===== src/rtl/pipelined_adder_if.sv =====
// Stream interface for pipelined_adder: operand handshake in, result handshake out.
// Optional subtract-select line exists only when PIPELINED_ADDER_SUB_EN is defined.
interface pipelined_adder_if #(
  parameter int WIDTH = 32
);
  logic             in_valid;
  logic             in_ready;
  logic [WIDTH-1:0] a;
  logic [WIDTH-1:0] b;
  logic             c_in;
`ifdef PIPELINED_ADDER_SUB_EN
  logic             sub;
`endif
  logic             out_valid;
  logic             out_ready;
  logic [WIDTH-1:0] sum;
  logic             c_out;
  logic             overflow;

`ifdef PIPELINED_ADDER_SUB_EN
  modport master (
    output in_valid, a, b, c_in, sub, out_ready,
    input  in_ready, out_valid, sum, c_out, overflow
  );
  modport slave (
    input  in_valid, a, b, c_in, sub, out_ready,
    output in_ready, out_valid, sum, c_out, overflow
  );
`else
  modport master (
    output in_valid, a, b, c_in, out_ready,
    input  in_ready, out_valid, sum, c_out, overflow
  );
  modport slave (
    input  in_valid, a, b, c_in, out_ready,
    output in_ready, out_valid, sum, c_out, overflow
  );
`endif
endinterface


===== src/rtl/pipelined_adder.sv =====
// WIDTH-bit adder split into SEG-bit ripple segments, one register stage per segment,
// with valid/ready flow control. PIPELINED_ADDER_SUB_EN adds a per-operation subtract select.
module pipelined_adder #(
  parameter int WIDTH = 32,
  parameter int SEG   = 8
) (
  input logic              clk,
  input logic              rst_n,
  pipelined_adder_if.slave bus
);
  localparam int NSTAGES = WIDTH / SEG;
  localparam int LAST    = NSTAGES - 1;
  localparam int MSB     = WIDTH - 1;

  if (WIDTH < 1 || SEG < 1 || (WIDTH % SEG) != 0) begin : g_param_check
    $error("pipelined_adder: WIDTH must be >= 1 and a multiple of SEG");
  end

  logic             adv;
  logic [WIDTH-1:0] b_eff;
  logic             c_eff;

  // Subtraction is folded into the operands at entry, so the stages only ever add.
`ifdef PIPELINED_ADDER_SUB_EN
  assign b_eff = bus.sub ? ~bus.b : bus.b;
  assign c_eff = bus.sub ? ~bus.c_in : bus.c_in;
`else
  assign b_eff = bus.b;
  assign c_eff = bus.c_in;
`endif

  logic [WIDTH-1:0] a_reg     [NSTAGES];
  logic [WIDTH-1:0] b_reg     [NSTAGES];
  logic [WIDTH-1:0] s_reg     [NSTAGES];
  logic             carry_reg [NSTAGES];
  logic             valid_reg [NSTAGES];
  logic             ovf_reg;

  logic [WIDTH-1:0] a_next     [NSTAGES];
  logic [WIDTH-1:0] b_next     [NSTAGES];
  logic [WIDTH-1:0] s_next     [NSTAGES];
  logic             carry_next [NSTAGES];
  logic             valid_next [NSTAGES];
  logic             ovf_next;

  // Whole pipeline moves in lockstep; a stalled output freezes every stage, bubbles included.
  assign adv          = !valid_reg[LAST] || bus.out_ready;
  assign bus.in_ready = adv;

  for (genvar gi = 0; gi < NSTAGES; gi++) begin : g_stage
    logic [WIDTH-1:0] a_prev;
    logic [WIDTH-1:0] b_prev;
    logic [WIDTH-1:0] s_prev;
    logic             c_prev;
    logic             v_prev;
    logic [SEG:0]     seg_add;
    logic [WIDTH-1:0] s_tmp;

    if (gi == 0) begin : g_first
      assign a_prev = bus.a;
      assign b_prev = b_eff;
      assign s_prev = '0;
      assign c_prev = c_eff;
      assign v_prev = bus.in_valid;
    end else begin : g_chain
      assign a_prev = a_reg[gi-1];
      assign b_prev = b_reg[gi-1];
      assign s_prev = s_reg[gi-1];
      assign c_prev = carry_reg[gi-1];
      assign v_prev = valid_reg[gi-1];
    end

    assign seg_add = {1'b0, a_prev[gi*SEG +: SEG]}
                   + {1'b0, b_prev[gi*SEG +: SEG]}
                   + {{SEG{1'b0}}, c_prev};

    always_comb begin
      s_tmp                  = s_prev;
      s_tmp[gi*SEG +: SEG]   = seg_add[SEG-1:0];
    end

    assign a_next[gi]     = a_prev;
    assign b_next[gi]     = b_prev;
    assign s_next[gi]     = s_tmp;
    assign carry_next[gi] = seg_add[SEG];
    assign valid_next[gi] = v_prev;
  end

  assign ovf_next = (a_next[LAST][MSB] == b_next[LAST][MSB])
                 && (s_next[LAST][MSB] != a_next[LAST][MSB]);

  always_ff @(posedge clk or negedge rst_n) begin
    if (!rst_n) begin
      for (int k = 0; k < NSTAGES; k++) begin
        a_reg[k]     <= '0;
        b_reg[k]     <= '0;
        s_reg[k]     <= '0;
        carry_reg[k] <= 1'b0;
        valid_reg[k] <= 1'b0;
      end
      ovf_reg <= 1'b0;
    end else if (adv) begin
      for (int k = 0; k < NSTAGES; k++) begin
        a_reg[k]     <= a_next[k];
        b_reg[k]     <= b_next[k];
        s_reg[k]     <= s_next[k];
        carry_reg[k] <= carry_next[k];
        valid_reg[k] <= valid_next[k];
      end
      ovf_reg <= ovf_next;
    end
  end

  assign bus.out_valid = valid_reg[LAST];
  assign bus.sum       = s_reg[LAST];
  assign bus.c_out     = carry_reg[LAST];
  assign bus.overflow  = ovf_reg;
endmodule


===== src/flat_wrapper.sv =====
// flat-port wrapper written by rule: the top's interface ports become plain ports
module pipelined_adder_flat 
#(
  parameter int WIDTH = 32,
  parameter int SEG   = 8
)
  (clk, rst_n, bus_in_valid, bus_a, bus_b, bus_c_in, bus_out_ready, bus_in_ready, bus_out_valid, bus_sum, bus_c_out, bus_overflow);
  pipelined_adder_if #(.WIDTH(WIDTH)) bus_i ();
  input logic clk;
  input logic rst_n;
  input wire logic [$bits(bus_i.in_valid)-1:0] bus_in_valid;
  input wire logic [$bits(bus_i.a)-1:0] bus_a;
  input wire logic [$bits(bus_i.b)-1:0] bus_b;
  input wire logic [$bits(bus_i.c_in)-1:0] bus_c_in;
  input wire logic [$bits(bus_i.out_ready)-1:0] bus_out_ready;
  output wire logic [$bits(bus_i.in_ready)-1:0] bus_in_ready;
  output wire logic [$bits(bus_i.out_valid)-1:0] bus_out_valid;
  output wire logic [$bits(bus_i.sum)-1:0] bus_sum;
  output wire logic [$bits(bus_i.c_out)-1:0] bus_c_out;
  output wire logic [$bits(bus_i.overflow)-1:0] bus_overflow;
  assign bus_i.in_valid = bus_in_valid;
  assign bus_i.a = bus_a;
  assign bus_i.b = bus_b;
  assign bus_i.c_in = bus_c_in;
  assign bus_i.out_ready = bus_out_ready;
  assign bus_in_ready = bus_i.in_ready;
  assign bus_out_valid = bus_i.out_valid;
  assign bus_sum = bus_i.sum;
  assign bus_c_out = bus_i.c_out;
  assign bus_overflow = bus_i.overflow;
  pipelined_adder #(.WIDTH(WIDTH), .SEG(SEG)) u_core (.clk(clk), .rst_n(rst_n), .bus(bus_i));
endmodule

===== config.mk =====
export PLATFORM = sky130hd
export DESIGN_NAME = pipelined_adder_flat
export DESIGN_NICKNAME = d
export VERILOG_FILES = /design/src/rtl/pipelined_adder_if.sv /design/src/rtl/pipelined_adder.sv /design/src/flat_wrapper.sv
export SDC_FILE = /design/constraint.sdc
export NUM_CORES = 1
export LEC_CHECK = 0
export CAP_MARGIN = 20
export CORE_MARGIN = 2
export CORE_UTILIZATION = 40
export CTS_CLUSTER_DIAMETER = 100
export CTS_CLUSTER_SIZE = 12
export DETAILED_ROUTE_END_ITERATION = 6
export PLACE_DENSITY_LB_ADDON = 0.15
export SLEW_MARGIN = 20
export SYNTH_ARGS = -nofsm -noshare
export SYNTH_HDL_FRONTEND = slang
export SYNTH_SLANG_ARGS = --single-unit

===== constraint.sdc =====
create_clock -name clk -period 2.8 [get_ports clk]
set_clock_uncertainty 0.15 [all_clocks]
set_input_delay 0.56 -clock clk [delete_from_list [all_inputs] [get_ports clk]]
set_output_delay 0.56 -clock clk [all_outputs]
set_load 0.05 [all_outputs]

== Yosys cells after proc, flatten, opt, wreduce, memory -nomap -nowiden ==
Cells that the tools add are included.
W data, S select, Z words.
Operators by class
  $add $sub $neg: 8
  eq/ne operators: 2
  reductions and logical operators: 3
Operators with widths (count)
  $add A8 B8 Y9: 4
  $add A9 B1 Y9: 4
  $eq A1 B1 Y1: 1
  $logic_and A1 B1 Y1: 1
  $logic_not A1 Y1: 1
  $logic_or A1 B1 Y1: 1
  $ne A1 B1 Y1: 1
Word-level totals
  flip-flop bits (word level): 281
  bits of input ports: 69
  output and inout bits: 36
  logic and storage cells: 32

== Logic depth before layout (Yosys ltp) ==
Gate-level depths: netlist of the first run.
  word-level depth: 4
  gate-level depth with buffers: 8
  gate-level depth less buffers: 8

== Least setup slack after synthesis of the first run ==
No wires, ideal clock.
  path kind: input port to flip-flop
  from: input port bus_c_in
  to: register u_core.s_reg (netlist bit u_core.g_stage[1].s_prev[6])
  arrival time: 2156 ps
  data required time: 2515 ps
  slack: 359 ps
  stages on the path: 7
  buffers on the path: 0
  path through: fa_1 fa_1 a21oi_1 o211ai_1 a21oi_1 xor2_1 o21ai_0
Between the ends
  word-level cells in the longest chain between the ends: 1
Ends and longest elaborated chain
  start, declared: RTL line flat_wrapper.sv:14  | input wire logic [$bits(bus_i.c_in)-1:0] bus_c_in;
  $add A9 B1 Y9: RTL line pipelined_adder.sv:75  | + {{SEG{1'b0}}, c_prev};
  end signal, assigned by index: RTL line pipelined_adder.sv:106  | s_reg[k] <= s_next[k];
  end, declared: RTL line pipelined_adder.sv:34  | logic [WIDTH-1:0] s_reg [NSTAGES];
No other way between the ends.
A chain may end at the register's enable or synchronous reset.

== Final worst setup path of the first run ==
Ends and elaborated chain as after synthesis.

==> metrics.csv, run 1 <==
stage,metric,value,unit
detailed_routing,Post-Route WL,15600,µm
setup_path,critical path required time,2.95,ns
global_route,initial antenna violation count,0,
detailed_routing,drt first pass iters,4,
power,Switching Share,38.99,%
setup_path,critical path type,primary input to register,
sta,fmax,390.3,MHz
final_layout,"Area growth, synth to finish",25.09,%
power,Final Total Pwr,11.89,mW
logic_synthesis,Mapped Nets,1009,
sta,setup violators final,0,
logic_synthesis,Synth area leader,dfrtp_1,
detailed_routing,Post-route DRC,0,
power,Pwr Density,1172,mW/mm²
clocking,worst-skew pair later-pin latency,0.42,ns
setup_path,Worst EP arrival,2.71,ns
setup_path,Setup crit start,bus_c_in,
clocking,postcts setup bufs,0,
detailed_routing,Routed Antenna Nets,0,
sta,count of final hold-check violations,0,
sta,RSZ-0062 raised after global routing,no,
final_layout,Nets,1107,
detailed_routing,total number of vias,5955,
logic_synthesis,Syn Area/Cell,8.969,µm²
global_route,maximum number of pins on one net before global-route repair,70,
placement,dpl hpwl,10540,µm
power,register share of total power,37.5,%
floorplan,io pins,105,
min_path,Worst Hold Depth,2,
run_status,outcome,"complete, no violations",
placement,GP Congestion,0.7473,
setup_path,Worst Path Max Fanout,3,
logic_synthesis,Yosys reg bits,185,
clocking,post-cts repair resize count,0,
final_layout,share of layout cells above drive strength 1,5.714,%
setup_path,R2R Path Start,u_core.g_stage[1].c_prev$_DFFE_PN0P_,
floorplan,Die H,146.4,µm
logic_synthesis,ys flop type,dfrtp_1,
sta,part of the cycle the worst path needs,91.50,%
sta,Worst slew margin,61.60,%
logic_synthesis,Post-synth EDFFs,0,
placement,IO buf count,104,
logic_synthesis,synthesized area,0.008108,mm²
sta,fin crit period,2.562,ns
sta,max-slew violations,0,
floorplan,Starting Density,40.46,%
clocking,clock sinks,185,
logic_synthesis,Post-Synthesis Cells,904,
clocking,maximum clock insertion buffer count,2,
logic_synthesis,synth unique cells,38,
min_path,Hold Crit Start,u_core.bus.sum[2]$_DFFE_PN0P_,
clocking,CTS tree,yes,
global_route,All-Layer GR Usage,15.81,%
clocking,clock buffer count from CTS,17,
floorplan,die area,0.02142,mm²
power,Clock power frac,21.1,%
power,P_int,7.253,mW
logic_synthesis,yosys warns,0,
detailed_routing,DR WL/cell,12.14,µm
floorplan,Die Wd,146.4,µm
power,logic gate share of total power,41.4,%
clocking,clock-pin slew on the worst setup and hold paths,0.06,ns
clocking,CTS root buffer,clkbuf_16,
floorplan,FP Rows,52,
power,leakage,5.038,nW
power,Net Switching,4.634,mW
clocking,CTS H-tree depth,4,
final_layout,ANT cells,0,
detailed_routing,Via density,4.634,
logic_synthesis,Post-synth ARST share,100.0,%
setup_path,crit end category,register,
global_route,vias in the first global route,5892,
clocking,CTS Hold Bufs,1,
setup_path,Worst Reg2Reg Path Length in Cells,7,
run,maxcap violations,0,
sta,Worst Tran Pin Value,0.5760,ns
floorplan,core area,0.02004,mm²
logic_synthesis,register area share after synthesis,57.10,%
min_path,hold crit path type,register to register,
setup_path,Worst Setup Start Kind,primary input,
detailed_routing,DR iter-0 viols,357,
global_route,first-pass GRT wire length,27600,µm
power,worst vdd ir,459.8,µV
logic_synthesis,Yosys top cell area share,57.10,%
final_layout,post-layout util,50.61,%
global_route,grt ovf,0,
logic_synthesis,Area contributors post-synth,"dfrtp_1, nand2_1, ha_1",
## critical path, cell delays in order
cell	delay (ns)
clkdlybuf4s50_1	0.43
fa_1	0.47
fa_1	0.42
a21oi_1	0.24
o211ai_1	0.13
a21oi_1	0.23
xor2_1	0.15
o21ai_0	0.08
## power by group through the flow
stage / combinational [mW] / sequential [mW] / clock [mW]
2_1_floorplan: 2.81 / 5.22 / 0
6_report: 4.92 / 4.46 / 2.50
3_5_place_dp: 5.00 / 4.52 / 0
4_1_cts: 5.03 / 4.48 / 2.59
5_1_grt: 5.58 / 4.62 / 2.70
3_3_place_gp: 4.92 / 4.49 / 0
## worst paths after layout
kind,slack [ns],to
max reg2reg,0.30,u_core.g_stage[2].s_prev[14]$_DFFE_PN0P_
min reg2reg,0.31,u_core.bus.sum[2]$_DFFE_PN0P_
max in group asynchronous,1.25,u_core.g_stage[2].b_prev[31]$_DFFE_PN0P_
min in group asynchronous,0.55,u_core.bus.sum[4]$_DFFE_PN0P_
max,0.24,u_core.g_stage[1].s_prev[6]$_DFFE_PN0P_
min,0.31,u_core.bus.sum[2]$_DFFE_PN0P_
## synth_stat cells, types with 2 or more instances
cell type / n
a31oi_1: 4
fa_1: 8
xnor2_1: 5
o21ai_0: 31
a21oi_1: 18
a21o_1: 5
a211oi_2: 4
a211oi_1: 5
nor3_1: 11
dfrtp_1: 185
o211ai_1: 5
nor2b_1: 3
nand2b_1: 3
or3_1: 2
xor2_1: 12
clkbuf_1: 12
ha_1: 28
o21ai_1: 9
buf_4: 2
buf_2: 24
inv_1: 10
o21bai_1: 3
buf_1: 3
nand2_1: 486
nor2_1: 13
## through the flow
stage	setup slack, ns	setup TNS (ns)	instance area, µm²	instances	hold slack (ns)
after floorplan	0.3590	0	8108	904	0.1144
after global placement	-0.2038	-0.3477	9509	1252	0.2961
after detailed placement	-0.1993	-0.3327	9509	1252	0.3041
after CTS	0.2529	0	10140	1285	0.3195
after global routing	0.1029	0	10140	1285	0.3323
final	0.2380	0	10140	1285	0.3134
## sequential cells by signal (all words and copies together) (netlist names)
| register | cells |
|---|---|
| u_core.g_stage.a_prev | 48 |
| u_core.g_stage.b_prev | 48 |
| u_core.g_stage.s_prev | 48 |
| u_core.bus.sum | 32 |
| u_core.g_stage.c_prev | 3 |
| u_core.g_stage.v_prev | 3 |
| u_core.bus.c_out | 1 |
| u_core.bus.out_valid | 1 |
| u_core.bus.overflow | 1 |
## final cells by class
class	count	area (µm²)
multi-input combinational	667	3253
clock inverter	10	138.9
sequential	185	4629
tap	270	337.8
fill	1975	9897
clock buffer	22	484.2
inverter	11	46.29
timing repair buffer	120	1252
## cell families after synthesis
group,count (synthesis),synth area share [%]
buffers and inverters,52,2.870
AND/OR/NAND/NOR,522,24.81
adder cells (fa/ha/maj),36,6.296
flip-flops,185,57.10
XOR/XNOR,17,1.836
AO/OA/AOI/OAI,92,7.084
## per-layer routing
metal  up-vias  GRT usage [%]  part of all wire, %
li1       3063              -                    -
met1      2794          20.64                   48
met2        84          26.27                   48
met3        14          3.656                  3.3
met4         0          5.097                  1.2
met5         -              0                    0
## layout by cell type, fill, tap and decap left out, types with 7 or more instances in the layout
cell	n
clkbuf_16	17
dfrtp_1	185
xor2_1	12
o21ai_0	31
a21oi_1	18
buf_4	9
clkdlybuf4s50_1	102
nor2_1	13
buf_12	7
ha_1	28
o21ai_1	9
inv_1	10
nor3_1	11
nand2_1	486
fa_1	8
No activity file was read; power rests on OpenSTA's default activity.
==> run 2: changes to the inputs <==
--- a/config.mk
+++ b/config.mk
@@ -12,7 +12,6 @@
 export CTS_CLUSTER_SIZE = 12
 export DETAILED_ROUTE_END_ITERATION = 6
 export PLACE_DENSITY_LB_ADDON = 0.15
-export SLEW_MARGIN = 20
 export SYNTH_ARGS = -nofsm -noshare
 export SYNTH_HDL_FRONTEND = slang
 export SYNTH_SLANG_ARGS = --single-unit
==> results of run 2 <==
The final DEF is identical to that of run 1; final timing and power are the same.
==> run 3: changes to the inputs <==
==> constraint.sdc (replaced) <==
create_clock -name clk -period 2.8 [get_ports clk]
set_clock_uncertainty 0.15 [all_clocks]
set_input_delay 0.42 -clock clk [delete_from_list [all_inputs] [get_ports clk]]
set_output_delay 0.42 -clock clk [all_outputs]
set_load 0.05 [all_outputs]
==> run 3 against run 2 <==
- via count about the same
- critical path type is now register to register
- largest cell class unchanged
- first-iteration DRC count is 1.4% higher
- worst setup slack improved by 0.068 ns
- clock-buffer cell count up 1
- sequential power about the same
- highest routed layer unchanged
- critical path depth decreased by 1
- critical endpoint is now u_core.g_stage[2].s_prev[14]$_DFFE_PN0P_
==> metrics.csv, run 3 (synthesis gave the netlist of run 1 again) <==
stage,metric,value,unit,change
setup_path,Reg2Reg Setup Slack,0.31,ns,about the same
setup_path,crit path capture,u_core.g_stage[2].s_prev[14]$_DFFE_PN0P_,,
power,worst vdd ir,454.7,µV,-1.1%
final_layout,"Area growth, synth to finish",24.55,%,
clocking,clock buffer count from CTS,17,,unchanged
sta,worst setup margin,0.3059,ns,+0.06793 ns
final_layout,Nets,1107,,unchanged
setup_path,"Max stage delay cell, worst path",fa_1,,
floorplan,Die Wd,146.4,µm,unchanged
clocking,CTS H-tree depth,4,,unchanged
clocking,clock-pin slew on the worst setup and hold paths,0.06,ns,about the same
global_route,initial antenna violation count,0,,unchanged
final_layout,share of layout cells above drive strength 1,5.429,%,-0.28 points
placement,GP Congestion,0.7348,,-1.7%
run,maxcap violations,0,,unchanged
global_route,vias in the first global route,5865,,-0.46%
sta,fmax,400.9,MHz,+2.7%
floorplan,FP Rows,52,,unchanged
run_status,outcome,"complete, no violations",,
setup_path,Worst Path Max Fanout,3,,unchanged
sta,RSZ-0062 raised after global routing,no,,
sta,Worst Tran Pin Value,0.5620,ns,-0.01398 ns
clocking,clock sinks,185,,unchanged
detailed_routing,drt first pass iters,6,,+2
placement,IO buf count,104,,unchanged
detailed_routing,DR iter-0 viols,362,,+1.4%
setup_path,R2R Path Start,u_core.g_stage[1].c_prev$_DFFE_PN0P_,,
final_layout,"most common cell after layout, fill and taps aside",nand2_1,,
clocking,CTS tree,yes,,
detailed_routing,Post-Route WL,15760,µm,+1.0%
sta,max-slew violations,0,,unchanged
clocking,CTS root buffer,clkbuf_16,,
clocking,postcts setup bufs,0,,unchanged
setup_path,"slowest stage delay, CP",0.50,ns,+0.03 ns
clocking,post-cts repair resize count,0,,unchanged
power,Pwr Density,1173,mW/mm²,about the same
min_path,hold crit path type,register to register,,
floorplan,Die H,146.4,µm,unchanged
detailed_routing,Via density,4.644,,+0.21%
detailed_routing,Routed Antenna Nets,0,,unchanged
placement,Place WS,-0.08947,ns,+0.1098 ns
sta,fin crit period,2.494,ns,-0.06793 ns
sta,count of final hold-check violations,0,,unchanged
final_layout,ANT cells,0,,unchanged
final_layout,area of the multi-input gates,0.003253,mm²,unchanged
setup_path,crit end category,register,,
sta,hold slack final,0.3135,ns,+0.0001190 ns
global_route,first-pass GRT wire length,27670,µm,+0.25%
detailed_routing,Post-route DRC,0,,unchanged
global_route,All-Layer GR Usage,15.76,%,-0.051 points
placement,dpl hpwl,10200,µm,-3.2%
setup_path,Worst Setup Start Kind,register,,
final_layout,Seq. cell area,0.004629,mm²,unchanged
global_route,maximum number of pins on one net before global-route repair,114,,+63%
setup_path,Buf/Inv on CP,0,,-1
global_route,grt ovf,0,,unchanged
setup_path,critical path type,register to register,,
detailed_routing,DR WL/cell,12.28,µm,+1.2%
clocking,CTS Hold Bufs,1,,unchanged
sta,part of the cycle the worst path needs,89.07,%,-2.4 points
final_layout,number of fill cells,2001,,+1.3%
floorplan,core area,0.02004,mm²,unchanged
setup_path,Worst path depth,7,,-1
setup_path,R2R Path End,u_core.g_stage[2].s_prev[14]$_DFFE_PN0P_,,
setup_path,Worst EP arrival,2.63,ns,-0.08 ns
detailed_routing,total number of vias,5958,,+0.050%
setup_path,Setup crit start,u_core.g_stage[1].c_prev$_DFFE_PN0P_,,
clocking,worst-skew pair later-pin latency,0.43,ns,about the same
setup_path,Worst Reg2Reg Path Length in Cells,7,,unchanged
power,leakage,5.019,nW,-0.38%
clocking,maximum clock insertion buffer count,2,,unchanged
floorplan,Starting Density,40.46,%,unchanged
sta,Worst slew margin,62.42,%,+0.81 points
setup_path,critical path required time,2.94,ns,about the same
floorplan,io pins,105,,unchanged
sta,setup violators final,0,,unchanged
setup_path,Top delay family on crit path,adder cells,,
floorplan,die area,0.02142,mm²,unchanged
final_layout,most frequent cells in the layout,"nand2_1, dfrtp_1, clkdlybuf4s50_1",,
setup_path,cell breakdown of the critical path,fa_1 -> fa_1 -> a21oi_1 -> o211ai_1 -> a21oi_1 -> xor2_1 -> o21ai_0,,
run 3: cell count changes in the layout (fill, tap and decap cells not counted), sizes merged:
cell and change:
clkbuf +1, clkinv -1, inv -2
run 3: worst min-delay path by stage:
stage	startpoint	endpoint	slack (ns)	cells after the start
2_1_floorplan	rst_n	u_core.bus.c_out$_DFFE_PN0P_	-0.03	0
3_3_place_gp	rst_n	u_core.g_stage[3].s_prev[4]$_DFFE_PN0P_	0.27	1
3_5_place_dp	rst_n	u_core.g_stage[3].s_prev[4]$_DFFE_PN0P_	0.26	1
4_1_cts	u_core.g_stage[3].v_prev$_DFFE_PN0P_	u_core.g_stage[3].v_prev$_DFFE_PN0P_	0.32	2
5_1_grt	u_core.g_stage[3].s_prev[11]$_DFFE_PN0P_	u_core.g_stage[3].s_prev[11]$_DFFE_PN0P_	0.33	2
6_report	u_core.bus.sum[4]$_DFFE_PN0P_	u_core.bus.sum[4]$_DFFE_PN0P_	0.31	2
run 3: power breakdown:
group          switching [mW]  internal, mW  total, mW
clock network           0.984          1.49       2.47
registers               0.633          3.83       4.47
logic                    3.01          1.90       4.91
run 3: metrics by stage:
step	power, mW	utilization, %	std cells	TNS, ns	cell area, µm²
2_1_floorplan	8.026	-	904	0	8108
3_3_place_gp	9.383	47.33	1252	-0.09123	9484
3_5_place_dp	9.492	47.33	1252	-0.1113	9484
4_1_cts	12.01	50.39	1283	0	10100
5_1_grt	12.81	50.39	1283	0	10100
6_report	11.85	50.39	1283	0	10100
run 3: cell type report:
class	instances	share of cell area, %
Multi-Input combinational cell	667	32.21
Tap cell	270	3.345
Sequential cell	185	45.84
Timing Repair Buffer	120	12.15
Inverter	11	0.4584
Clock inverter	7	1.152
Clock buffer	23	4.832
run 3: metal layers:
metal  track usage [%]  vias to the layer above  routed length (µm)
li1                  -                     3059                   -
met1             21.31                     2797                7676
met2             25.47                       84                7318
met3             3.250                       18                 520
met4             5.388                        0                 245
met5                 0                        -                   0
run 3: worst reg2reg max path: cells and delay by family (launching register included):
kind            cells  cell delay (ns)
fa+ha+maj           2             0.93
xor+xnor            1             0.15
flops               1             0.40
compound gates      4             0.72
